<file path="config.mk">
export PLATFORM = sky130hd
export DESIGN_NAME = acc_out_stage
export DESIGN_NICKNAME = d
export VERILOG_FILES = /design/src/rtl/fir_pkg.sv /design/src/rtl/sync_fifo_fwft.sv /design/src/rtl/acc_out_stage.sv
export SDC_FILE = /design/constraint.sdc
export NUM_CORES = 1
export LEC_CHECK = 0
export ABC_AREA = 1
export CORE_AREA = 2 2 71 73
export DETAILED_ROUTE_END_ITERATION = 12
export DIE_AREA = 0 0 73 75
export GPL_ROUTABILITY_DRIVEN = 0
export PLACE_DENSITY = 0.75
export SETUP_SLACK_MARGIN = 0.5
export SYNTH_ARGS = -nofsm -noshare
export SYNTH_HDL_FRONTEND = slang
export SYNTH_SLANG_ARGS = --single-unit
export TNS_END_PERCENT = 10
</file>
<file path="constraint.sdc">
create_clock -name clk -period 3 [get_ports clk]
set_input_delay 0.6 -clock clk [delete_from_list [all_inputs] [get_ports clk]]
set_output_delay 0.6 -clock clk [all_outputs]
set_load 0.02 [all_outputs]
</file>
<file path="src/rtl/fir_pkg.sv">
// Shared types and helpers for the bit-serial FIR datapath.
package fir_pkg;

    typedef enum logic {
        IDLE = 1'b0,
        RUN  = 1'b1
    } acc_state_t;

    localparam int ACC_W        = 32;
    localparam int BIT_SERIAL_N = 16;
    localparam int SAT_CALC_W   = 64;

    // Clamp a sign-extended value into the signed range of out_w bits (out_w < SAT_CALC_W).
    function automatic logic signed [SAT_CALC_W-1:0] sat_narrow(
        input  logic signed [SAT_CALC_W-1:0] value,
        input  int                           out_w,
        output logic                         clamped
    );
        logic signed [SAT_CALC_W-1:0] max_v;
        logic signed [SAT_CALC_W-1:0] min_v;
        max_v   = (SAT_CALC_W'(1) <<< (out_w - 1)) - SAT_CALC_W'(1);
        min_v   = -max_v - SAT_CALC_W'(1);
        clamped = 1'b0;
        if (value > max_v) begin
            clamped = 1'b1;
            return max_v;
        end
        if (value < min_v) begin
            clamped = 1'b1;
            return min_v;
        end
        return value;
    endfunction

endpackage

</file>
<file path="src/rtl/sync_fifo_fwft.sv">
// First-word-fall-through synchronous FIFO; dout shows the head whenever not empty.
module sync_fifo_fwft
    import fir_pkg::*;
#(
    parameter  int WIDTH = 16,
    parameter  int DEPTH = 2,
    localparam int LVL_W = $clog2(DEPTH + 1)
) (
    input  logic             clk,
    input  logic             reset,
    input  logic             clear,
    input  logic             push,
    input  logic [WIDTH-1:0] din,
    input  logic             pop,
    output logic [WIDTH-1:0] dout,
    output logic             empty,
    output logic             full,
    output logic [LVL_W-1:0] level
);

    localparam int ADDR_W = (DEPTH > 1) ? $clog2(DEPTH) : 1;

    logic [WIDTH-1:0]  mem [DEPTH];
    logic [ADDR_W-1:0] wr_ptr_q, wr_ptr_d;
    logic [ADDR_W-1:0] rd_ptr_q, rd_ptr_d;
    logic [LVL_W-1:0]  count_q, count_d;
    logic              do_push, do_pop;

    assign empty = (count_q == '0);
    assign full  = (count_q == LVL_W'(DEPTH));
    assign level = count_q;
    assign dout  = mem[rd_ptr_q];

    // A full FIFO still accepts a push when the head leaves in the same cycle.
    assign do_pop  = pop && !empty;
    assign do_push = push && (!full || do_pop);

    // NOTE: every always_comb output gets a default first so no path leaves it unassigned (no latch).
    always_comb begin
        wr_ptr_d = wr_ptr_q;
        rd_ptr_d = rd_ptr_q;
        count_d  = count_q;
        if (clear) begin
            wr_ptr_d = '0;
            rd_ptr_d = '0;
            count_d  = '0;
        end else begin
            if (do_push) wr_ptr_d = wr_ptr_q + 1'b1;
            if (do_pop)  rd_ptr_d = rd_ptr_q + 1'b1;
            count_d = count_q + LVL_W'(do_push) - LVL_W'(do_pop);
        end
    end

    // NOTE: sequential state uses non-blocking assignments so every flop samples pre-edge values.
    always_ff @(posedge clk or posedge reset) begin
        if (reset) begin
            wr_ptr_q <= '0;
            rd_ptr_q <= '0;
            count_q  <= '0;
        end else begin
            wr_ptr_q <= wr_ptr_d;
            rd_ptr_q <= rd_ptr_d;
            count_q  <= count_d;
        end
    end

    // NOTE: storage is not reset; the count gates visibility, so stale words are never presented.
    always_ff @(posedge clk) begin
        if (do_push && !clear) mem[wr_ptr_q] <= din;
    end

endmodule

</file>
<file path="src/rtl/acc_out_stage.sv">
// Output stage: captures the accumulator after BITS serial cycles, scales, narrows, buffers.
module acc_out_stage
    import fir_pkg::*;
#(
    parameter int DATA_W     = ACC_W,
    parameter int OUT_W      = 16,
    parameter int SHIFT      = 4,
    parameter int SAT_EN     = 1,
    parameter int BITS       = BIT_SERIAL_N,
    parameter int FIFO_DEPTH = 2
) (
    input  logic                              clk,
    input  logic                              reset,
    input  logic                              clear,
    input  logic                              start,
    input  logic                              bit_en,
    input  logic [DATA_W-1:0]                 data_in,
    output logic [OUT_W-1:0]                  out_data,
    output logic                              out_valid,
    input  logic                              out_ready,
    output logic                              busy,
    output logic [$clog2(FIFO_DEPTH+1)-1:0]   level,
    output logic                              overflow,
    output logic                              sat_flag,
    output logic                              frame_abort
);

    localparam int              CNT_W    = (BITS > 1) ? $clog2(BITS) : 1;
    localparam logic [CNT_W-1:0] CNT_LAST = CNT_W'(BITS - 1);

    acc_state_t                  state_q, state_d;
    logic [CNT_W-1:0]            cnt_q, cnt_d;
    logic                        overflow_q, overflow_d;
    logic                        sat_q, sat_d;
    logic                        abort_q, abort_d;

    logic                        capture, pop, clamped;
    logic                        fifo_empty, fifo_full;
    logic [OUT_W-1:0]            narrowed, fifo_dout;
    logic signed [DATA_W-1:0]    shifted;
    logic signed [SAT_CALC_W-1:0] shifted_wide;

    always_comb begin
        shifted      = $signed(data_in) >>> SHIFT;
        shifted_wide = SAT_CALC_W'(shifted);
        clamped      = 1'b0;
        if (SAT_EN != 0) narrowed = OUT_W'(sat_narrow(shifted_wide, OUT_W, clamped));
        else             narrowed = OUT_W'(shifted);
    end

    assign capture = (state_q == RUN) && bit_en && (cnt_q == CNT_LAST);
    assign pop     = out_ready && !fifo_empty;

    always_comb begin
        state_d    = state_q;
        cnt_d      = cnt_q;
        overflow_d = overflow_q;
        sat_d      = sat_q;
        abort_d    = 1'b0;
        if (clear) begin
            state_d    = IDLE;
            cnt_d      = '0;
            overflow_d = 1'b0;
            sat_d      = 1'b0;
        end else begin
            case (state_q)
                IDLE: if (start) begin
                    state_d = RUN;
                    cnt_d   = '0;
                end
                RUN: begin
                    // A start coinciding with the last bit is a clean back-to-back frame, not an abort.
                    if (capture) begin
                        state_d = start ? RUN : IDLE;
                        cnt_d   = '0;
                    end else if (start) begin
                        cnt_d   = '0;
                        abort_d = 1'b1;
                    end else if (bit_en) begin
                        cnt_d = cnt_q + 1'b1;
                    end
                end
                default: state_d = IDLE;
            endcase
            if (capture && fifo_full && !pop) overflow_d = 1'b1;
            if (capture && clamped)           sat_d      = 1'b1;
        end
    end

    always_ff @(posedge clk or posedge reset) begin
        if (reset) begin
            state_q    <= IDLE;
            cnt_q      <= '0;
            overflow_q <= 1'b0;
            sat_q      <= 1'b0;
            abort_q    <= 1'b0;
        end else begin
            state_q    <= state_d;
            cnt_q      <= cnt_d;
            overflow_q <= overflow_d;
            sat_q      <= sat_d;
            abort_q    <= abort_d;
        end
    end

    sync_fifo_fwft #(
        .WIDTH (OUT_W),
        .DEPTH (FIFO_DEPTH)
    ) u_fifo (
        .clk   (clk),
        .reset (reset),
        .clear (clear),
        .push  (capture),
        .din   (narrowed),
        .pop   (pop),
        .dout  (fifo_dout),
        .empty (fifo_empty),
        .full  (fifo_full),
        .level (level)
    );

    assign out_valid   = !fifo_empty;
    assign out_data    = fifo_empty ? '0 : fifo_dout;
    assign busy        = (state_q == RUN);
    assign overflow    = overflow_q;
    assign sat_flag    = sat_q;
    assign frame_abort = abort_q;

endmodule

</file>
==> results of run 1 <==
[cell families after synthesis]
family	after synthesis	share of synthesized area (%)
simple gates	112	23.9
flops	44	60.9
buf+inv	23	5.50
xor+xnor	4	1.69
fa+ha+maj	3	1.81
compound gates	25	6.22
[report_power, final]
group	total [W]	switching, W	internal, W
clock	0.000434	0.000187	0.000247
combinational	0.000327	0.000177	0.000150
sequential	0.000676	0.0000138	0.000662
[final cells by class]
type | count | area (sq um) | area share [%]
clock inverters | 2 | 35.0 | 1.25
well taps | 54 | 67.6 | 2.41
inverters | 15 | 63.8 | 2.27
clock buffers | 6 | 72.6 | 2.58
flip-flops and latches | 44 | 1260 | 45.0
repair buffers | 61 | 601 | 21.4
multi-input cells | 144 | 706 | 25.1
[synthesized netlist by cell type (2+ instances only)]
master,n
inv_2,3
xor2_1,3
nor2_4,2
inv_1,11
nor2_1,16
buf_4,3
nand2_1,78
nor3_1,2
buf_2,3
nand2_2,4
dfrtp_1,12
a21oi_1,22
nand4_1,2
edfxtp_1,32
ha_1,3
nand3_1,3
[registers in the layout, summed over array words and instances, names as in the netlist]
name             count
u_fifo.mem          32
cnt_q                4
u_fifo.level         2
busy                 1
frame_abort          1
overflow             1
sat_flag             1
u_fifo.rd_ptr_q      1
u_fifo.wr_ptr_q      1
[layer usage]
metal | up-vias | part of all wire [%] | track usage, %
li1 | 812 | - | -
met1 | 700 | 42 | 18.5
met2 | 33 | 51 | 28.2
met3 | 4 | 5.6 | 5.76
met4 | 0 | 1.3 | 7.61
met5 | - | 0 | 0
[per-stage QoR]
stage	hold slack [ns]	cell area (sq um)
after floorplan	0.458	2070
after global placement	0.472	2690
after detailed placement	0.491	2690
after CTS	0.505	2810
after global routing	0.535	2810
final	0.504	2810
[worst max-delay path by stage]
stage / startpoint / endpoint / slack (ns) / cells after the start
2_1_floorplan: clear / u_fifo.mem[1][0]$_DFFE_PP_ / 0.59 / 4
3_3_place_gp: bit_en / u_fifo.mem[0][11]$_DFFE_PP_ / 0.73 / 8
3_5_place_dp: bit_en / u_fifo.mem[0][6]$_DFFE_PP_ / 0.70 / 8
4_1_cts: u_fifo.rd_ptr_q$_DFFE_PP0P_ / out_data[3] / 0.51 / 4
5_1_grt: u_fifo.rd_ptr_q$_DFFE_PP0P_ / out_data[13] / 0.44 / 4
6_report: u_fifo.rd_ptr_q$_DFFE_PP0P_ / out_data[3] / 0.53 / 4
[repair_timing]
action | 4_1_cts | 5_1_grt
setup endpoints to repair | 15 | 9
hold buffers | 0 | 0
resized for setup | 3 | 1
==> results.txt, run 1 <==
Rows -> 25
Worst hold path class -> flip-flop to flip-flop
Post-DP HPWL -> 2980 um
Iter 0 DRT Violations -> 59
Final setup vio count -> 0
Vias after detailed routing -> 1549
Setup Skew -> 0.0103 ns
Synth Cell Area -> 0.00207 sq mm
Total power -> 0.00144 W
Post-synthesis sequential area ratio -> 60.9%
Vias in the first global route -> 1499
H-tree depth -> 2
Final wirelength -> 4020 um
Crit-path leading delay family -> buffers and inverters
Synth area leaders -> edfxtp_1 (46%), dfrtp_1 (15%), nand2_1 (14%)
Critical path cell sequence -> buf_4 -> nand2_1 -> a21oi_1 -> clkdlybuf4s50_1
I/O pin count -> 61
Pwr/cell area -> 512 mW/mm^2
Total GRT Usage -> 16.5%
CTS Buf Count -> 5
Wire per inst -> 12.3 um
Final Util -> 60.2%
CTS tree -> done
Setup_tns -> 0 ns
Final Slew Violations -> 0
Initial antenna violation count -> 0
Post-DRT Antenna Nets -> 0
EDFF count, synth -> 32
R2R depth -> 6
Setup ws final -> 0.527 ns
Clock root buffer master -> clkbuf_8
Non-filler cells, final -> 326
Fin crit period -> 2.47 ns
DRC Markers -> 0
Worst stage delay on the critical path -> 0.63 ns
Data required, critical path -> 2.40 ns
Die ar. -> 0.00548 sq mm
Share of cells above drive strength 1 -> 10.3%
# Post-CTS Setup Buffers -> 0
Critical path's slowest cell -> clkdlybuf4s50_1
Area grow syn2layout -> 35.6%
Top cell type's share of synthesized area -> 46.4%
Seq cells post-synth -> 44
Crit path DAT -> 1.87 ns
Run status -> complete, no violations
Commonest cells after routing, fill and taps aside -> nand2_1 (78), clkdlybuf4s50_1 (55), edfxtp_1 (32)
Clock sink count -> 44
Clk buf depth -> 2
Port Buf Inserts -> 56
Die Y-Extent -> 75 um
RR Startpoint -> cnt_q[0]$_DFFE_PP0P_
Tcrit/Tclk final -> 82.4%
Largest net degree at the start of global routing -> 17
GRT overflow -> 0
Min-Delay Path Depth -> 1
Post-synth ARST share -> 27.3%
Worst path bufs/invs -> 2
Crit path launch type -> flip-flop
Worst-Margin Slew -> 0.452 ns
Maximum clock frequency -> 404 MHz
Synth Net Count -> 252
Crit end category -> output pin
CTS clock-pin slew for the worst setup and hold paths -> 0.08 ns
Critical Path Fanout Max -> 12
VDD IR max -> 0.228 mV
HP Start -> u_fifo.wr_ptr_q$_DFFE_PP0P_
Drt pass-1 iters -> 4
Lkg Pwr -> 1.19 nW
Initial Util -> 44.4%
Reg2reg setup slack -> 1.30 ns
Worst Hold Path EP -> u_fifo.wr_ptr_q$_DFFE_PP0P_
Vias per cell -> 4.75
Setup CP Type -> flip-flop to output pin
Die W -> 73 um
Max-cap violations -> 0
Netlist cell types -> 28
Mapped Avg Cell Area -> 9.81 sq um
Dpl ws -> 0.702 ns
Core area -> 0.00466 sq mm
RSZ-0062 raised after global routing -> yes
Syn Inst Count -> 211
Predominant post-synthesis flop cell -> edfxtp_1
Ant diodes -> 0
Nets@finish -> 312
Synth Warn # -> 0
Largest area contributor in the netlist -> edfxtp_1
Layout fillers -> 387
R2r endpoint -> u_fifo.mem[0][1]$_DFFE_PP_
First-pass GRT wire length -> 6670 um
Worst-Skew Late Latency -> 0.29 ns
Worst rel slew slack -> 69.7%
Final Hold Viols -> 0
Most common cell after layout, fill and taps aside -> nand2_1
Dpl cells -> 318
No activity file was read; power rests on OpenSTA's default activity.
==> run 2, diff against run 1 <==
Settings changed: CORE_AREA 2 2 71 73 to 2 2 74 76, DIE_AREA 0 0 73 75 to 0 0 76 78, PLACE_DENSITY 0.75 to 0.73.
Clock period 3 ns to 2.1 ns, I/O delays scaled along.
==> run 2 against run 1 <==
Net effect:
- clock power increased by 44%
- wire length is 13% higher
- first-iteration DRC count up 34%
- setup slack got worse by 0.16 ns
- via count rose by 8.6%
- combinational power is 76% higher
- core utilization down 0.59 points
- non-clock buffer count increased by 5
- count of clock-buffer cells in the layout unchanged
- largest cell class unchanged
- clock skew increased by 0.00073 ns
- design area rose by 7.1%
- sequential share of layout area is 2.9 points lower
==> results.txt, run 2 (same netlist as run 1, synthesis figures left out) <==
DR top layer -> met4
First-pass GRT wire length -> 7190 um
Worst rel slew slack -> 69.6%
Sw Ratio -> 27.9%
Clock sink count -> 44
Critical Path Fanout Max -> 7
RSZ-0062 raised after global routing -> yes
Final Util -> 59.7%
Post-DRT Antenna Nets -> 0
Final Hold Viols -> 0
Run status -> complete, no violations
Internal power -> 0.00156 W
Initial antenna violation count -> 0
Total power -> 0.00217 W
Critical path's slowest cell -> dfrtp_2
Drt pass-1 iters -> 4
Maximum clock frequency -> 576 MHz
Worst-Margin Slew -> 0.455 ns
Port Buf Inserts -> 56
Worst-Skew Late Latency -> 0.29 ns
Initial Util -> 41.1%
VDD IR max -> 0.384 mV
Dpl ws -> 0.0415 ns
Most flop-heavy register -> u_fifo.mem
Fin crit period -> 1.74 ns
Data required, critical path -> 1.68 ns
Setup_tns -> 0 ns
Nets@finish -> 318
I/O pin count -> 61
Setup crit start -> u_fifo.rd_ptr_q$_DFFE_PP0P_
Die W -> 76 um
Largest net degree at the start of global routing -> 19
Clock root buffer master -> clkbuf_8
Lkg Pwr -> 1.26 nW
Vias per cell -> 4.83
GRT overflow -> 0
Share of cells above drive strength 1 -> 27.7%
Setup Skew -> 0.0110 ns
Worst hold path class -> primary input to async pin
Metal3 WL -> 251 um
Clk buf depth -> 2
Crit path DAT -> 1.32 ns
Core area -> 0.00504 sq mm
Worst stage delay on the critical path -> 0.51 ns
Rows -> 26
Final Slew Violations -> 0
H-tree depth -> 2
Die ar. -> 0.00593 sq mm
Flop pwr share -> 44.6%
DRC Markers -> 0
R2r endpoint -> u_fifo.level[1]$_DFF_PP0_
Total GRT Usage -> 15.5%
Area grow syn2layout -> 45.3%
Tcrit/Tclk final -> 82.7%
Setup crit end -> out_data[15]
CTS clock-pin slew for the worst setup and hold paths -> 0.07 ns
Setup CP Type -> flip-flop to output pin
Pwr/cell area -> 721 mW/mm^2
Largest register FFs -> 32
Crit end category -> output pin
Crit path launch type -> flip-flop
Dpl cells -> 336
Net Sw Power -> 0.000605 W
Iter 0 DRT Violations -> 79
Max-cap violations -> 0
R2R depth -> 8
Ant diodes -> 0
CTS Buf Count -> 5
CTS tree -> done
Vias after detailed routing -> 1682
Layout fillers -> 421
Wire per inst -> 13.0 um
Commonest cells after routing, fill and taps aside -> nand2_1 (72), clkdlybuf4s50_1 (38), edfxtp_1 (32)
WL met1 -> 1890 um
RR Startpoint -> u_fifo.level[1]$_DFF_PP0_
Critical path cell sequence -> buf_6 -> nand2_1 -> a21oi_2 -> buf_4
Post-DP HPWL -> 2860 um
Non-filler cells, final -> 348
Setup ws final -> 0.364 ns
Reg2reg setup slack -> 0.43 ns
Clock network power share -> 28.8%
Vias in the first global route -> 1642
Logic pwr share -> 26.6%
Die Y-Extent -> 78 um
Final wirelength -> 4540 um
Most common cell after layout, fill and taps aside -> nand2_1
Met2 WL -> 2340 um
Final setup vio count -> 0
## run 2: changes by cell type in the layout (fill, tap and decap cells not counted), moves of 3 or more
cell	delta
clkdlybuf4s50_1	-17
dfrtp_2	+3
a21oi_1	-14
a21oi_2	+14
nand2_1	-6
nand2_2	+4
buf_6	+8
buf_12	+3
dfrtp_1	-3
buf_4	+7
## run 2: power groups by stage
stage	sequential (W)	clock, W	combinational [W]
floorplan	0.000986	0	0.000247
global placement	0.000983	0	0.000495
detailed placement	0.000983	0	0.000500
CTS	0.000969	0.000631	0.000470
global route	0.000969	0.000665	0.000620
finish	0.000968	0.000624	0.000576
## run 2: what timing repair did
action,4_1_cts,5_1_grt
setup endpoints to repair,58,87
pin swaps,1,6
gates cloned,1,1
resized for setup,76,44
buffers inserted,1,1
hold buffers,0,0
## run 2: final cells by class
class | instances | area (sq um) | share of cell area (%)
clock buffer | 6 | 72.6 | 2.41
clock inverter | 2 | 35.0 | 1.16
inverter | 15 | 66.3 | 2.20
sequential | 44 | 1270 | 42.1
timing repair inverter | 1 | 8.76 | 0.291
timing repair buffer | 66 | 669 | 22.3
tap | 70 | 87.6 | 2.91
multi-input combinational | 144 | 802 | 26.7
## run 2: metrics by stage
stage / hold WS [ns] / cell area, sq um
after floorplan: 0.285 / 2100
after global placement: 0.505 / 2790
after detailed placement: 0.505 / 2790
after CTS: 0.454 / 2850
after global routing: 0.478 / 3010
final: 0.436 / 3010
## run 2: worst min-delay path by stage
stage / end / cells after the start
floorplan: cnt_q[0]$_DFFE_PP0P_ / 1
global placement: overflow$_DFFE_PP0P_ / 2
detailed placement: overflow$_DFFE_PP0P_ / 2
CTS: cnt_q[0]$_DFFE_PP0P_ / 2
global route: overflow$_DFFE_PP0P_ / 2
finish: cnt_q[0]$_DFFE_PP0P_ / 2
## run 2: metal layers
layer,vias up,GRT usage [%]
li1,833,-
met1,790,17.7
met2,55,27.6
met3,4,5.00
met4,0,5.45
met5,-,0
## run 2: worst max-delay path, delay by kind of cell (launching register included)
kind / cells / cell delay, ns
flops: 1 / 0.51
compound gates: 1 / 0.14
simple gates: 1 / 0.07
buf+inv: 2 / 0.32
==> run 3, diff against run 2 <==
Clock period 2.1 ns to 1.5 ns, I/O delays scaled along.
==> run 3 against run 2 <==
Net effect:
- the flow now finishes with violations (setup timing)
- core utilization increased by 9.3 points
- clock skew decreased by 0.0020 ns
- count of clock-buffer cells in the layout decreased by 1
- via count increased by 7.7%
- global-route usage increased by 3.0 points
- clock power increased by 48%
- sequential cell count unchanged
- combinational power increased by 100%
- sequential power increased by 39%
- final cell count increased by 5.7%
- critical path type unchanged
- largest power group unchanged
==> results.txt, run 3 (same netlist as run 1, synthesis figures left out) <==
Run status -> complete, but fails checks
Failing checks -> setup timing
Met3 GRT Util -> 4.07%
Crit path launch type -> flip-flop
Port Buf Inserts -> 56
Crit path DAT -> 1.42 ns
WHS -> 0.318 ns
Clock root buffer master -> clkbuf_8
Met1 Track Usage GR -> 22.7%
Cell area after layout -> 0.00348 sq mm
RSZ-0062 raised after global routing -> yes
Wire per inst -> 15.1 um
CTS tree -> done
Commonest cells after routing, fill and taps aside -> nand2_1 (58), buf_6 (35), edfxtp_1 (32)
Dpl cells -> 352
Vias in the first global route -> 1807
Initial Util -> 41.1%
Lkg Pwr -> 1.46 nW
Die Y-Extent -> 78 um
Most common cell after layout, fill and taps aside -> nand2_1
Max-cap violations -> 0
Crit end category -> output pin
Vias after detailed routing -> 1812
Total power -> 0.00343 W
Critical Path Fanout Max -> 7
Post-DRT Antenna Nets -> 0
Iter 0 DRT Violations -> 156
Maximum clock frequency -> 583 MHz
Final Hold Viols -> 0
Nets@finish -> 338
Largest register FFs -> 32
Non-filler cells, final -> 368
Gr busiest metal -> met2
CTS clock-pin slew for the worst setup and hold paths -> 0.09 ns
Final wirelength -> 5550 um
Post-DP HPWL -> 3200 um
Tcrit/Tclk final -> 114%
Rows -> 26
Die ar. -> 0.00593 sq mm
Ant diodes -> 0
CTS Buf Count -> 5
I/O pin count -> 61
GR Util met2 -> 31.1%
First-pass GRT wire length -> 8520 um
Final setup vio count -> 40
VDD IR max -> 0.636 mV
Die W -> 76 um
Worst-Skew Late Latency -> 0.30 ns
Initial antenna violation count -> 0
Area grow syn2layout -> 67.9%
Largest net degree at the start of global routing -> 17
Worst-Margin Slew -> 0.496 ns
Final Slew Violations -> 0
Data required, critical path -> 1.20 ns
Layout fillers -> 338
RR Startpoint -> u_fifo.level[0]$_DFF_PP0_
Setup Skew -> 0.00897 ns
Share of cells above drive strength 1 -> 49.0%
GRT overflow -> 0
DRC Markers -> 0
Vias per cell -> 4.92
Fin crit period -> 1.72 ns
Clk buf depth -> 2
Setup ws final -> -0.215 ns
Setup crit start -> u_fifo.level[0]$_DFF_PP0_
Most flop-heavy register -> u_fifo.mem
Hold-fix buffers at CTS -> 0
Clock sink count -> 44
Placed inst area -> 0.00292 sq mm
Worst rel slew slack -> 66.9%
H-tree depth -> 2
Pwr/cell area -> 987 mW/mm^2
Setup CP Type -> flip-flop to output pin
Total GRT Usage -> 18.5%
Core area -> 0.00504 sq mm
Worst hold path class -> primary input to async pin
Drt pass-1 iters -> 7
## run 3: cell count changes in the layout (fill, tap and decap cells not counted), moves of 6 or more
cell             previous run  this run
a21oi_4                     0         6
buf_4                      12        21
buf_6                       8        35
clkdlybuf4s50_1            38        20
nand2_1                    72        58
nand2_4                     2        16
## run 3: final cells by class
type | count | area (sq um) | area share [%]
clock buffer | 5 | 68.8 | 1.98
sequential | 44 | 1270 | 36.4
tap | 70 | 87.6 | 2.52
timing repair buffer | 86 | 903 | 26.0
clock inverter | 3 | 46.3 | 1.33
timing repair inverter | 1 | 7.51 | 0.216
inverter | 15 | 66.3 | 1.91
multi-input combinational | 144 | 1030 | 29.6
## run 3: timing repair
| action | in CTS | in global routing |
|---|---|---|
| cloned | 2 | 0 |
| resized for setup | 227 | 53 |
| pin swaps | 37 | 35 |
| setup buffers | 5 | 1 |
| endpoints found under the setup margin | 97 | 97 |
## run 3: per-stage QoR
step	setup TNS [ns]	setup slack, ns	util (%)
4_1_cts	-2.54	-0.180	63.8
2_1_floorplan	-3.23	-0.119	-
6_report	-4.19	-0.215	68.9
5_1_grt	-6.20	-0.280	68.9
3_3_place_gp	-17.37	-0.308	57.9
3_5_place_dp	-19.24	-0.350	57.9
## run 3: where the power goes
group          internal, W  leakage [nW]  switching, W  total (W)
combinational     0.000579         0.947      0.000581    0.00116
clock             0.000502        0.0548      0.000420   0.000921
sequential         0.00133         0.456     0.0000234    0.00135
## run 3: worst max-delay path, cell delays in order (launching register included)
cell	delay, ns
dfrtp_2	0.43
nor2_4	0.21
buf_6	0.15
buf_16	0.14
a21oi_2	0.04
buf_4	0.15
## run 3: layer usage
metal,vias up,routed length (um),part of all wire (%)
li1,865,-,-
met1,868,2280,41
met2,67,2840,51
met3,12,292,5.3
met4,0,133,2.4
met5,-,0,0
## run 3: path summary, 6_finish.rpt
check / endpoint / cells after the start / slack [ns]
worst max register to register: u_fifo.level[1]$_DFF_PP0_ / 9 / -0.20
worst min register to register: sat_flag$_DFFE_PP0P_ / 2 / 0.53
min in group clk: u_fifo.mem[0][15]$_DFFE_PP_ / 2 / 0.49
worst max-delay path: out_data[8] / 5 / -0.22
worst min-delay path: overflow$_DFFE_PP0P_ / 2 / 0.32
max in group asynchronous: u_fifo.level[0]$_DFF_PP0_ / 2 / 0.82
